===== src/rtl/isqrt_sched_pkg.sv =====
// Shared types and helpers for the inverse-square-root scheduler and
// other shared ALU units.
package isqrt_sched_pkg;

  localparam int TAG_MAX   = 8;
  localparam int SAT_MAX_W = 64;

  function automatic int tag_w(input int n);
    return (n > 1) ? $clog2(n) : 1;
  endfunction

  // Shadow stage record. The tag field is sized for the widest supported
  // requester count; users keep only the low TAGW bits.
  typedef struct packed {
    logic               v;
    logic [TAG_MAX-1:0] tag;
    logic               err;
  } shd_stage_t;

  // Largest positive value in a w-bit two's complement field: sign clear,
  // all other bits set.
  function automatic logic [SAT_MAX_W-1:0] sat_max(input int w);
    return (SAT_MAX_W'(1) << (w - 1)) - SAT_MAX_W'(1);
  endfunction

endpackage


===== src/rtl/isqrt_sched_if.sv =====
// Requester and result ports of the inverse-square-root scheduler.
// Handshake: a word moves on a rising edge when valid and ready are both 1;
// valid and data are held stable by the sender until that edge.
interface isqrt_sched_if
  import isqrt_sched_pkg::*;
#(
  parameter int NREQ = 4,
  parameter int WI   = 4,
  parameter int WF   = 4,
  parameter int WIO  = WF,
  parameter int WFO  = WI,
  parameter int TAGW = tag_w(NREQ)
);

  logic [NREQ-1:0]         req_valid;
  logic [NREQ*(WI+WF)-1:0] req_data;
  logic [NREQ-1:0]         req_ready;
  logic                    res_valid;
  logic                    res_ready;
  logic [WIO+WFO-1:0]      res_data;
  logic [TAGW-1:0]         res_tag;
  logic                    res_err;

  modport master (
    output req_valid, req_data, res_ready,
    input  req_ready, res_valid, res_data, res_tag, res_err
  );

  modport slave (
    input  req_valid, req_data, res_ready,
    output req_ready, res_valid, res_data, res_tag, res_err
  );

endinterface


===== src/rtl/isqrt_sched_rr_arbiter.sv =====
// Round-robin arbiter: scans upward from ptr_i with wrap, grants the first
// requester, and returns the pointer to use after this cycle.
module rr_arbiter #(
  parameter int N  = 4,
  parameter int IW = (N > 1) ? $clog2(N) : 1
) (
  input  logic [N-1:0]  req_i,
  input  logic [IW-1:0] ptr_i,
  input  logic          adv_i,
  output logic [N-1:0]  grant_o,
  output logic [IW-1:0] idx_o,
  output logic          any_o,
  output logic [IW-1:0] ptr_nxt_o
);

  always_comb begin
    idx_o     = '0;
    any_o     = 1'b0;
    grant_o   = '0;
    ptr_nxt_o = ptr_i;
    // Walking downward lets the lowest offset from ptr_i win.
    for (int k = N - 1; k >= 0; k--) begin
      if (req_i[(int'(ptr_i) + k) % N]) begin
        idx_o = IW'((int'(ptr_i) + k) % N);
        any_o = 1'b1;
      end
    end
    if (any_o && adv_i) begin
      grant_o[idx_o] = 1'b1;
      ptr_nxt_o      = (idx_o == IW'(N - 1)) ? '0 : idx_o + IW'(1);
    end
  end

endmodule


===== src/rtl/isqrt_sched.sv =====
// Shares one pipelined inverse-square-root core among NREQ requesters and
// returns tagged results in issue order on a back-pressured port.
module isqrt_sched
  import isqrt_sched_pkg::*;
#(
  parameter int NREQ     = 4,
  parameter int WI       = 4,
  parameter int WF       = 4,
  parameter int WIO      = WF,
  parameter int WFO      = WI,
  parameter int CORE_LAT = 3,
  parameter int TAGW     = tag_w(NREQ)
) (
  input  logic                 CLK,
  input  logic                 nRST,
  isqrt_sched_if.slave         bus,
  output logic                 core_ce,
  output logic [WI+WF-1:0]     core_din,
  input  logic [WIO+WFO-1:0]   core_dout
);

  localparam int W_IN  = WI + WF;
  localparam int W_OUT = WIO + WFO;

  logic              adv;
  logic              xfer;
  logic [NREQ-1:0]   grant;
  logic [TAGW-1:0]   g_idx;
  logic              g_any;
  logic [W_IN-1:0]   g_op;
  logic [TAGW-1:0]   ptr_q, ptr_d;
  shd_stage_t        shd_in;
  shd_stage_t        shd_last;
  shd_stage_t        shd_q [CORE_LAT];
  logic              res_valid_q;
  logic [W_OUT-1:0]  res_data_q, res_data_d;
  logic [TAGW-1:0]   res_tag_q;
  logic              res_err_q;

  // Everything, core included, advances only when the output slot can take
  // a new value; reset forces the enable low so nothing is granted.
  assign adv     = nRST && (!res_valid_q || bus.res_ready);
  assign core_ce = adv;

  rr_arbiter #(
    .N  (NREQ),
    .IW (TAGW)
  ) u_arb (
    .req_i     (bus.req_valid),
    .ptr_i     (ptr_q),
    .adv_i     (adv),
    .grant_o   (grant),
    .idx_o     (g_idx),
    .any_o     (g_any),
    .ptr_nxt_o (ptr_d)
  );

  assign xfer          = g_any && adv;
  assign g_op          = bus.req_data[g_idx*W_IN +: W_IN];
  assign core_din      = g_any ? g_op : '0;
  assign bus.req_ready = grant;

  always_comb begin
    shd_in.v   = xfer;
    shd_in.tag = TAG_MAX'(g_idx);
    shd_in.err = xfer && (g_op == '0);
  end

  assign shd_last = shd_q[CORE_LAT-1];

  // A zero operand has no finite result; report the largest positive value.
  always_comb begin
    res_data_d = res_data_q;
    if (shd_last.v) begin
      res_data_d = shd_last.err ? W_OUT'(sat_max(W_OUT)) : core_dout;
    end
  end

  always_ff @(posedge CLK or negedge nRST) begin
    if (!nRST) begin
      ptr_q       <= '0;
      for (int s = 0; s < CORE_LAT; s++) shd_q[s] <= '0;
      res_valid_q <= 1'b0;
      res_data_q  <= '0;
      res_tag_q   <= '0;
      res_err_q   <= 1'b0;
    end else if (adv) begin
      ptr_q    <= ptr_d;
      shd_q[0] <= shd_in;
      for (int s = 1; s < CORE_LAT; s++) shd_q[s] <= shd_q[s-1];
      res_valid_q <= shd_last.v;
      res_data_q  <= res_data_d;
      res_tag_q   <= shd_last.tag[TAGW-1:0];
      res_err_q   <= shd_last.err;
    end
  end

  assign bus.res_valid = res_valid_q;
  assign bus.res_data  = res_data_q;
  assign bus.res_tag   = res_tag_q;
  assign bus.res_err   = res_err_q;

endmodule


===== src/flat_wrapper.sv =====
// flat-port wrapper written by rule: the top's interface ports become plain ports
module isqrt_sched_flat import isqrt_sched_pkg::*;
#(
  parameter int NREQ     = 4,
  parameter int WI       = 4,
  parameter int WF       = 4,
  parameter int WIO      = WF,
  parameter int WFO      = WI,
  parameter int CORE_LAT = 3,
  parameter int TAGW     = tag_w(NREQ)
)
  (CLK, nRST, core_ce, core_din, core_dout, bus_req_valid, bus_req_data, bus_res_ready, bus_req_ready, bus_res_valid, bus_res_data, bus_res_tag, bus_res_err);
  isqrt_sched_if #(.NREQ(NREQ), .WI(WI), .WF(WF), .WIO(WIO), .WFO(WFO), .TAGW(TAGW)) bus_i ();
  input  logic CLK;
  input  logic nRST;
  output logic core_ce;
  output logic [WI+WF-1:0] core_din;
  input  logic [WIO+WFO-1:0] core_dout;
  input wire logic [$bits(bus_i.req_valid)-1:0] bus_req_valid;
  input wire logic [$bits(bus_i.req_data)-1:0] bus_req_data;
  input wire logic [$bits(bus_i.res_ready)-1:0] bus_res_ready;
  output wire logic [$bits(bus_i.req_ready)-1:0] bus_req_ready;
  output wire logic [$bits(bus_i.res_valid)-1:0] bus_res_valid;
  output wire logic [$bits(bus_i.res_data)-1:0] bus_res_data;
  output wire logic [$bits(bus_i.res_tag)-1:0] bus_res_tag;
  output wire logic [$bits(bus_i.res_err)-1:0] bus_res_err;
  assign bus_i.req_valid = bus_req_valid;
  assign bus_i.req_data = bus_req_data;
  assign bus_i.res_ready = bus_res_ready;
  assign bus_req_ready = bus_i.req_ready;
  assign bus_res_valid = bus_i.res_valid;
  assign bus_res_data = bus_i.res_data;
  assign bus_res_tag = bus_i.res_tag;
  assign bus_res_err = bus_i.res_err;
  isqrt_sched #(.NREQ(NREQ), .WI(WI), .WF(WF), .WIO(WIO), .WFO(WFO), .CORE_LAT(CORE_LAT), .TAGW(TAGW)) u_core (.CLK(CLK), .nRST(nRST), .bus(bus_i), .core_ce(core_ce), .core_din(core_din), .core_dout(core_dout));
endmodule

===== config.mk =====
export PLATFORM = sky130hd
export DESIGN_NAME = isqrt_sched_flat
export DESIGN_NICKNAME = d
export VERILOG_FILES = /design/src/rtl/isqrt_sched_pkg.sv /design/src/rtl/isqrt_sched_if.sv /design/src/rtl/isqrt_sched_rr_arbiter.sv /design/src/rtl/isqrt_sched.sv /design/src/flat_wrapper.sv
export SDC_FILE = /design/constraint.sdc
export NUM_CORES = 1
export LEC_CHECK = 0
export ABC_AREA = 1
export ABC_CLOCK_PERIOD_IN_PS = 4900
export CAP_MARGIN = 15
export CORE_ASPECT_RATIO = 1.1
export CORE_MARGIN = 1.5
export CORE_UTILIZATION = 45
export CTS_CLUSTER_SIZE = 12
export DETAILED_ROUTE_END_ITERATION = 7
export GPL_TIMING_DRIVEN = 0
export MAX_ROUTING_LAYER = met4
export PLACE_DENSITY = 0.85
export SKIP_LAST_GASP = 1
export SYNTH_ARGS = -nofsm -noshare
export SYNTH_HDL_FRONTEND = slang
export SYNTH_SLANG_ARGS = --single-unit
export TNS_END_PERCENT = 50

===== constraint.sdc =====
create_clock -name CLK -period 4.9 [get_ports CLK]
set_input_delay 0.735 -clock CLK [delete_from_list [all_inputs] [get_ports CLK]]
set_output_delay 0.735 -clock CLK [all_outputs]
set_load 0.05 [all_outputs]

==> metrics.cfg, run 1 <==
[yosys]
yosysTopAreaCellShare_pct=39.4
ys_ff_latch=26
synth_cell_types=27
synth_area_um2=1650
yosysSeqAreaShare_pct=39.4
syn_area_per_cell_um2=7.24
synth_top_family_by_area=simple AND/OR/NAND/NOR gates
synthSimpleGateAreaFrac_pct=38.0
syn-num-nets=279
synthAdderAreaFrac_pct=3.03
synth_compound_area_share_pct=10.8
synth_largest_area_cell=dfrtp_1
ys.warnings.count=0
yosys-top-cells-area=dfrtp_1, nand2_1, nand3_1
synth_xor_area_share_pct=0.530
synth_mux_area_share_pct=0
syn_inst=228

[layout]
area_delta_synth_final_pct=50.8
n_antenna_cell=0
fillCellCount=317
regArea_um2=651
multi_input_area_um2=865
final_cell_mix=nand2_1, clkdlybuf4s50_1, nand3_1
final_common_cell=nand2_1
drive_gt1_share_pct=6.91
utilization_pct=72.9
nets=356

[grt]
overflow=0
grt_pass1_vias=1687
grt_pass1_wl_um=6520
antenna_found_initial=0
grt_start_max_net_pins=28
track_usage_pct=21.1

[flow_run]
maxCapViolCount=0

[detailed_routing]
num_vias=1753
drc=0
drt_iter0_drc=43
drtAntennaViolNets=0
dr.pass1.iters=4
viasPerCell=4.98
wl_per_cell_um=11.1
wirelength_um=3900

[setup_path]
path_max_fanout=13
start_kind=primary input
reg2reg_from=u_core.ptr_q[0]$_DFFE_PN0P_
r2r_cells=16
critPathTopFamily=buffers and inverters
r2r_slack_ns=2.89
cp_data_arrival_time_ns=3.50
critPathKind=in2out
max_stage_delay_ns=0.89
end_kind=output port
required_ns=4.16
r2r_end=u_core.shd_q[20]$_DFFE_PN0P_
cp_cell_sequence=clkdlybuf4s50_1, o21ai_1, inv_1, clkbuf_1, clkdlybuf4s50_1
cp_common_cell=clkdlybuf4s50_1
crit_slowest_cell=clkdlybuf4s50_1
crit_buf_inv=4

[timing]
slew_headroom_pct=59.6
hold_viol=0
holdWs_ns=0.501
fmax_ghz=0.236
post-route-min-period_ns=4.24
fin_skew_ns=0.00706
report.final.slew_viol_count=0
timing.final.crit_share_pct=86.4
worst_slew_pin_slew_ns=0.602
rsz0062_at_grt=no
finalSetupViolCount=0
tns_ns=0

[die]
die-area_um2=4040
std_cell_rows=22
initial_core_util_pct=48.4
io_pins=72
coreArea_um2=3410
dieHeight_um=66.5
fp.dieW_um=60.8

[clock_tree]
postCtsSetupBuffers=0
clockRootBuffer=clkbuf_4
numCtsBuffers=3
hold_buffers=0
cts_tree=done
ctsResizeCount=0
clkSlewWorstSetupHoldPaths_ns=0.14
cts_buffer_depth=2
htree_levels=1
clk_latency_ns=0.32
numClockSinks=26

[place]
hpwl_um=3070
io_buffer_count=71
gp_congestion=0.788

[min_path]
min_to=u_core.bus.res_tag[1]$_DFFE_PN0P_
hp-start=u_core.shd_last[2]$_DFFE_PN0P_
hold_path_depth=2
hold_path.class=reg2reg

[status]
status=complete, no violations

## worst register-to-register path: cells and delay by family (launching register included)
family | cells | cell delay (ns)
AND/OR/NAND/NOR | 12 | 1.08
AO/OA/AOI/OAI | 1 | 0.06
buffers and inverters | 3 | 0.38
flip-flops | 1 | 0.41
## flip-flops by register name, indices dropped and copies added (netlist names)
name / flops
u_core.bus.res_err: 1
u_core.bus.res_data: 8
u_core.shd_q: 8
u_core.shd_last: 4
u_core.ptr_q: 2
u_core.bus.res_valid: 1
u_core.bus.res_tag: 2
## per-layer routing
metal	up-vias	track usage, %	routed length [µm]
li1	889	-	-
met1	799	22.4	1640
met2	62	40.7	1990
met3	3	2.72	245
met4	0	4.08	25
met5	-	-	0
## final cells by class
| cell class | instances | area share (%) |
|---|---|---|
| Buffer | 6 | 1.86 |
| Clock buffer | 3 | 0.905 |
| Clock inverter | 1 | 1.21 |
| Inverter | 24 | 3.62 |
| Multi-Input combinational cell | 172 | 34.7 |
| Sequential cell | 26 | 26.1 |
| Tap cell | 48 | 2.41 |
| Timing Repair Buffer | 72 | 29.1 |
## cells by family (layout without fill, tap and decap cells)
family                     after synthesis  in the layout
and+or+nand+nor                        140            140
buffers and inverters                   30            106
xor gates and xnor gates                 1              1
AOI/OAI and AO/OA                       27             27
DFF                                     26             26
adders and majority gates                4              4
## how the worst max path moves through the flow
| stage | startpoint | slack (ns) | endpoint | depth (start not counted) |
|---|---|---|---|---|
| 4_1_cts | nRST | 0.04 | bus_req_ready[3] | 6 |
| 3_5_place_dp | nRST | 0.05 | bus_req_ready[3] | 6 |
| 6_report | nRST | 0.66 | core_ce | 5 |
| 3_3_place_gp | nRST | 0.06 | bus_req_ready[2] | 6 |
| 5_1_grt | nRST | 0.40 | bus_req_ready[3] | 6 |
| 2_1_floorplan | bus_req_valid[1] | 1.72 | core_din[0] | 11 |
## through the flow
stage	setup WS [ns]	std cells	instance area, µm²
final	0.665	352	2490
after floorplan	1.72	228	1650
after detailed placement	0.0542	347	2420
after global routing	0.401	352	2490
after CTS	0.0417	351	2470
after global placement	0.0578	347	2420
## synthesized netlist by cell type
master,number
xnor2_1,1
nor2_2,2
nor2_1,18
buf_8,1
o21ai_4,1
nand4_1,1
a21oi_1,4
inv_2,2
inv_1,22
nand2_1,81
dfrtp_1,26
buf_2,1
o21ai_1,5
o21ai_0,8
nor2_8,1
o21bai_1,1
nand2_2,1
nand2_4,2
buf_6,1
ha_1,4
buf_4,1
a22o_1,1
clkbuf_1,2
nand3_1,30
o22a_1,7
nand3b_1,1
nand3_2,3
Power of run 1 is not shown: default switching activity piles up to over one toggle a cycle in this logic, so the estimate is an artifact.
==> run 2: changes to the inputs <==
Settings changed: ABC_AREA 1 to not set, CORE_UTILIZATION 45 to 44, PLACE_DENSITY 0.85 to 0.86.
==> run 2 against run 1 <==
  * The run now ends with DRC left
  * Count of clock-buffer cells in the layout is the same
  * Via count shrank 21%
  * Global-route usage shrank 0.96 points
  * Non-clock buffer count grew 1
  * Critical endpoint unchanged
  * Largest cell class is now non-clock buffers
  * Highest routed layer unchanged
==> metrics.cfg, run 2 <==
[die]
std_cell_rows=22  ; unchanged
die-area_um2=3750  ; -7.2%
initial_core_util_pct=45.6  ; -2.8 points
coreArea_um2=3280  ; -4.0%
dieHeight_um=64.1  ; -3.7%
fp.dieW_um=58.5  ; -3.7%
io_pins=72  ; unchanged

[layout]
final_cells=276  ; -22%
nets=292  ; -18%
utilization_pct=70.7  ; -2.2 points
final_common_cell=clkdlybuf4s50_1
final_cell_mix=clkdlybuf4s50_1, nand2_1, dfrtp_1
n_antenna_cell=0  ; unchanged
drive_gt1_share_pct=9.17  ; +2.3 points
design_area_um2=2320  ; -7.0%
area_delta_synth_final_pct=55.2

[detailed_routing]
drt_iter0_drc=35  ; -19%
viasPerCell=5.03  ; +1.1%
drtAntennaViolNets=0  ; unchanged
wl_per_cell_um=11.8  ; +6.8%
dr.pass1.iters=8  ; +4
drc=1  ; +1
wirelength_um=3260  ; -16%
num_vias=1389  ; -21%

[setup_path]
cp_cell_sequence=clkdlybuf4s50_1, o21ai_2, inv_1, buf_1, clkdlybuf4s50_1
required_ns=4.16  ; about the same
r2r_cells=9  ; -7
cp_data_arrival_time_ns=3.38  ; -0.12 ns
r2r_slack_ns=2.94  ; +0.05 ns
critPathKind=in2out
end_kind=output port
reg2reg_from=u_core.ptr_q[1]$_DFFE_PN0P_
cp_common_cell=clkdlybuf4s50_1
path_max_fanout=15  ; +2
r2r_end=u_core.shd_q[20]$_DFFE_PN0P_
crit_slowest_cell=clkdlybuf4s50_1
start_kind=primary input
max_stage_delay_ns=0.91  ; +0.02 ns

[grt]
grt_start_max_net_pins=28  ; unchanged
track_usage_pct=20.1  ; -0.96 points
grt_pass1_vias=1407  ; -17%
antenna_found_initial=0  ; unchanged
grt_pass1_wl_um=5810  ; -11%
overflow=0  ; unchanged

[power_and_ir_drop]
ir_drop_v=0.000328
power_mw=1.24
seqPwrFrac_pct=27.3
clkPwrFrac_pct=11.6
leakage_nw=1.09
p_sw_share_pct=46.0
p_switching_uw=569
internal_power_uw=669
combinationalPowerShare_pct=61.2
p_per_area_nw_per_um2=535

[timing]
post-route-min-period_ns=4.12  ; -0.117 ns
worst_slew_pin_slew_ns=0.829  ; +0.227 ns
fin_skew_ns=0.00835  ; +0.00130 ns
hold_viol=0  ; unchanged
setup_ws_ns=0.782  ; +0.117 ns
rsz0062_at_grt=no
holdWs_ns=0.487  ; -0.0145 ns
finalSetupViolCount=0  ; unchanged
timing.final.crit_share_pct=84.0  ; -2.4 points
report.final.slew_viol_count=0  ; unchanged
tns_ns=0  ; unchanged
slew_headroom_pct=44.2  ; -15 points
fmax_ghz=0.243  ; +2.8%

[yosys]
synth.most_common_cell=nand2_1
yosysTopAreaCellShare_pct=43.6  ; +4.2 points
synth_area_um2=1490  ; -9.6%
ys.warnings.count=0  ; unchanged
synth_edf_count=0  ; unchanged
yosysSeqAreaShare_pct=43.6  ; +4.2 points
syn_inst=164  ; -28%
synth_cell_types=28  ; +3.7%
syn_area_per_cell_um2=9.10  ; +26%
syn-num-nets=215  ; -23%
synthArstFlopShare_pct=100  ; unchanged
ys_ff_latch=26  ; unchanged
synth_common_cells=nand2_1, dfrtp_1, nor2_1
synth_flop_cell=dfrtp_1
yosys-top-cells-area=dfrtp_1, nand2_1, mux2i_1
synth_largest_area_cell=dfrtp_1

[min_path]
hold_path_depth=2  ; unchanged
hold_path.class=reg2reg
min_to=u_core.shd_q[10]$_DFFE_PN0P_
hp-start=u_core.shd_q[20]$_DFFE_PN0P_

[status]
status=complete, but fails checks
violations=DRC

[flow_run]
maxCapViolCount=0  ; unchanged

[clock_tree]
cts_buffer_depth=2  ; unchanged
htree_levels=1  ; unchanged
clockRootBuffer=clkbuf_4
clkSlewWorstSetupHoldPaths_ns=0.14  ; about the same
clk_latency_ns=0.31  ; about the same
cts_tree=done
numCtsBuffers=3  ; unchanged
hold_buffers=0  ; unchanged
ctsResizeCount=0  ; unchanged
numClockSinks=26  ; unchanged
postCtsSetupBuffers=0  ; unchanged

[place]
io_buffer_count=71  ; unchanged
dpl_cell_area_um2=2250  ; -7.2%
pre_cts_ws_ns=0.298  ; +0.244 ns
gp_congestion=0.729  ; -7.4%
hpwl_um=2620  ; -15%
dp.cells=271  ; -22%

run 2: changes by cell type in the layout (fill, tap and decap cells not counted), sizes merged, moves of 4 or more:
cell / change
mux2: +9
nor2: -4
nand3: -32
nand2: -36
o22a: -6
mux2i: +16
inv: -17
and2: +4
run 2: logic make-up after synthesis:
family          after synthesis  share of synthesized area (%)
mux                          25                           17.8
simple gates                 74                           20.7
flops                        26                           43.6
fa+ha+maj                     4                           3.35
buf+inv                      14                           5.62
compound gates               21                           8.97
run 2: power groups by stage:
stage / Clock (mW) / Combinational, mW / Sequential (mW)
final: 0.143 / 0.757 / 0.338
after detailed placement: 0 / 0.759 / 0.343
after global routing: 0.158 / 0.814 / 0.345
after CTS: 0.148 / 0.762 / 0.338
after floorplan: 0 / 0.373 / 0.484
after global placement: 0 / 0.749 / 0.338
run 2: per-layer routing:
layer | GRT usage [%] | up-vias | part of all wire [%]
met5 | - | - | 0
met1 | 23.6 | 623 | 42
li1 | - | 694 | -
met3 | 3.85 | 2 | 9.0
met2 | 35.3 | 70 | 49
met4 | 4.36 | 0 | 0.092
run 2: area by class of cell:
type | count | area, µm²
clock inverter | 1 | 30.0
timing repair buffer | 72 | 726
fill | 281 | 960
tap | 36 | 45.0
multi-input combinational | 124 | 758
inverter | 7 | 26.3
sequential | 26 | 651
clock buffer | 3 | 22.5
buffer | 7 | 57.6
run 2: worst max-delay path by stage:
stage	depth (start not counted)	endpoint	slack [ns]	startpoint
after floorplan	8	core_din[2]	1.71	bus_req_valid[0]
after global placement	5	core_ce	0.28	nRST
after detailed placement	5	core_ce	0.30	nRST
after CTS	5	bus_req_ready[0]	0.29	nRST
after global routing	5	bus_req_ready[0]	0.51	nRST
final	5	core_ce	0.78	nRST
run 2: worst max-delay path, delay by kind of cell:
family,cells,cell delay [ns]
compound gates,1,0.26
buf+inv,4,2.38
Note: power is estimated with default switching activity, not from simulation.
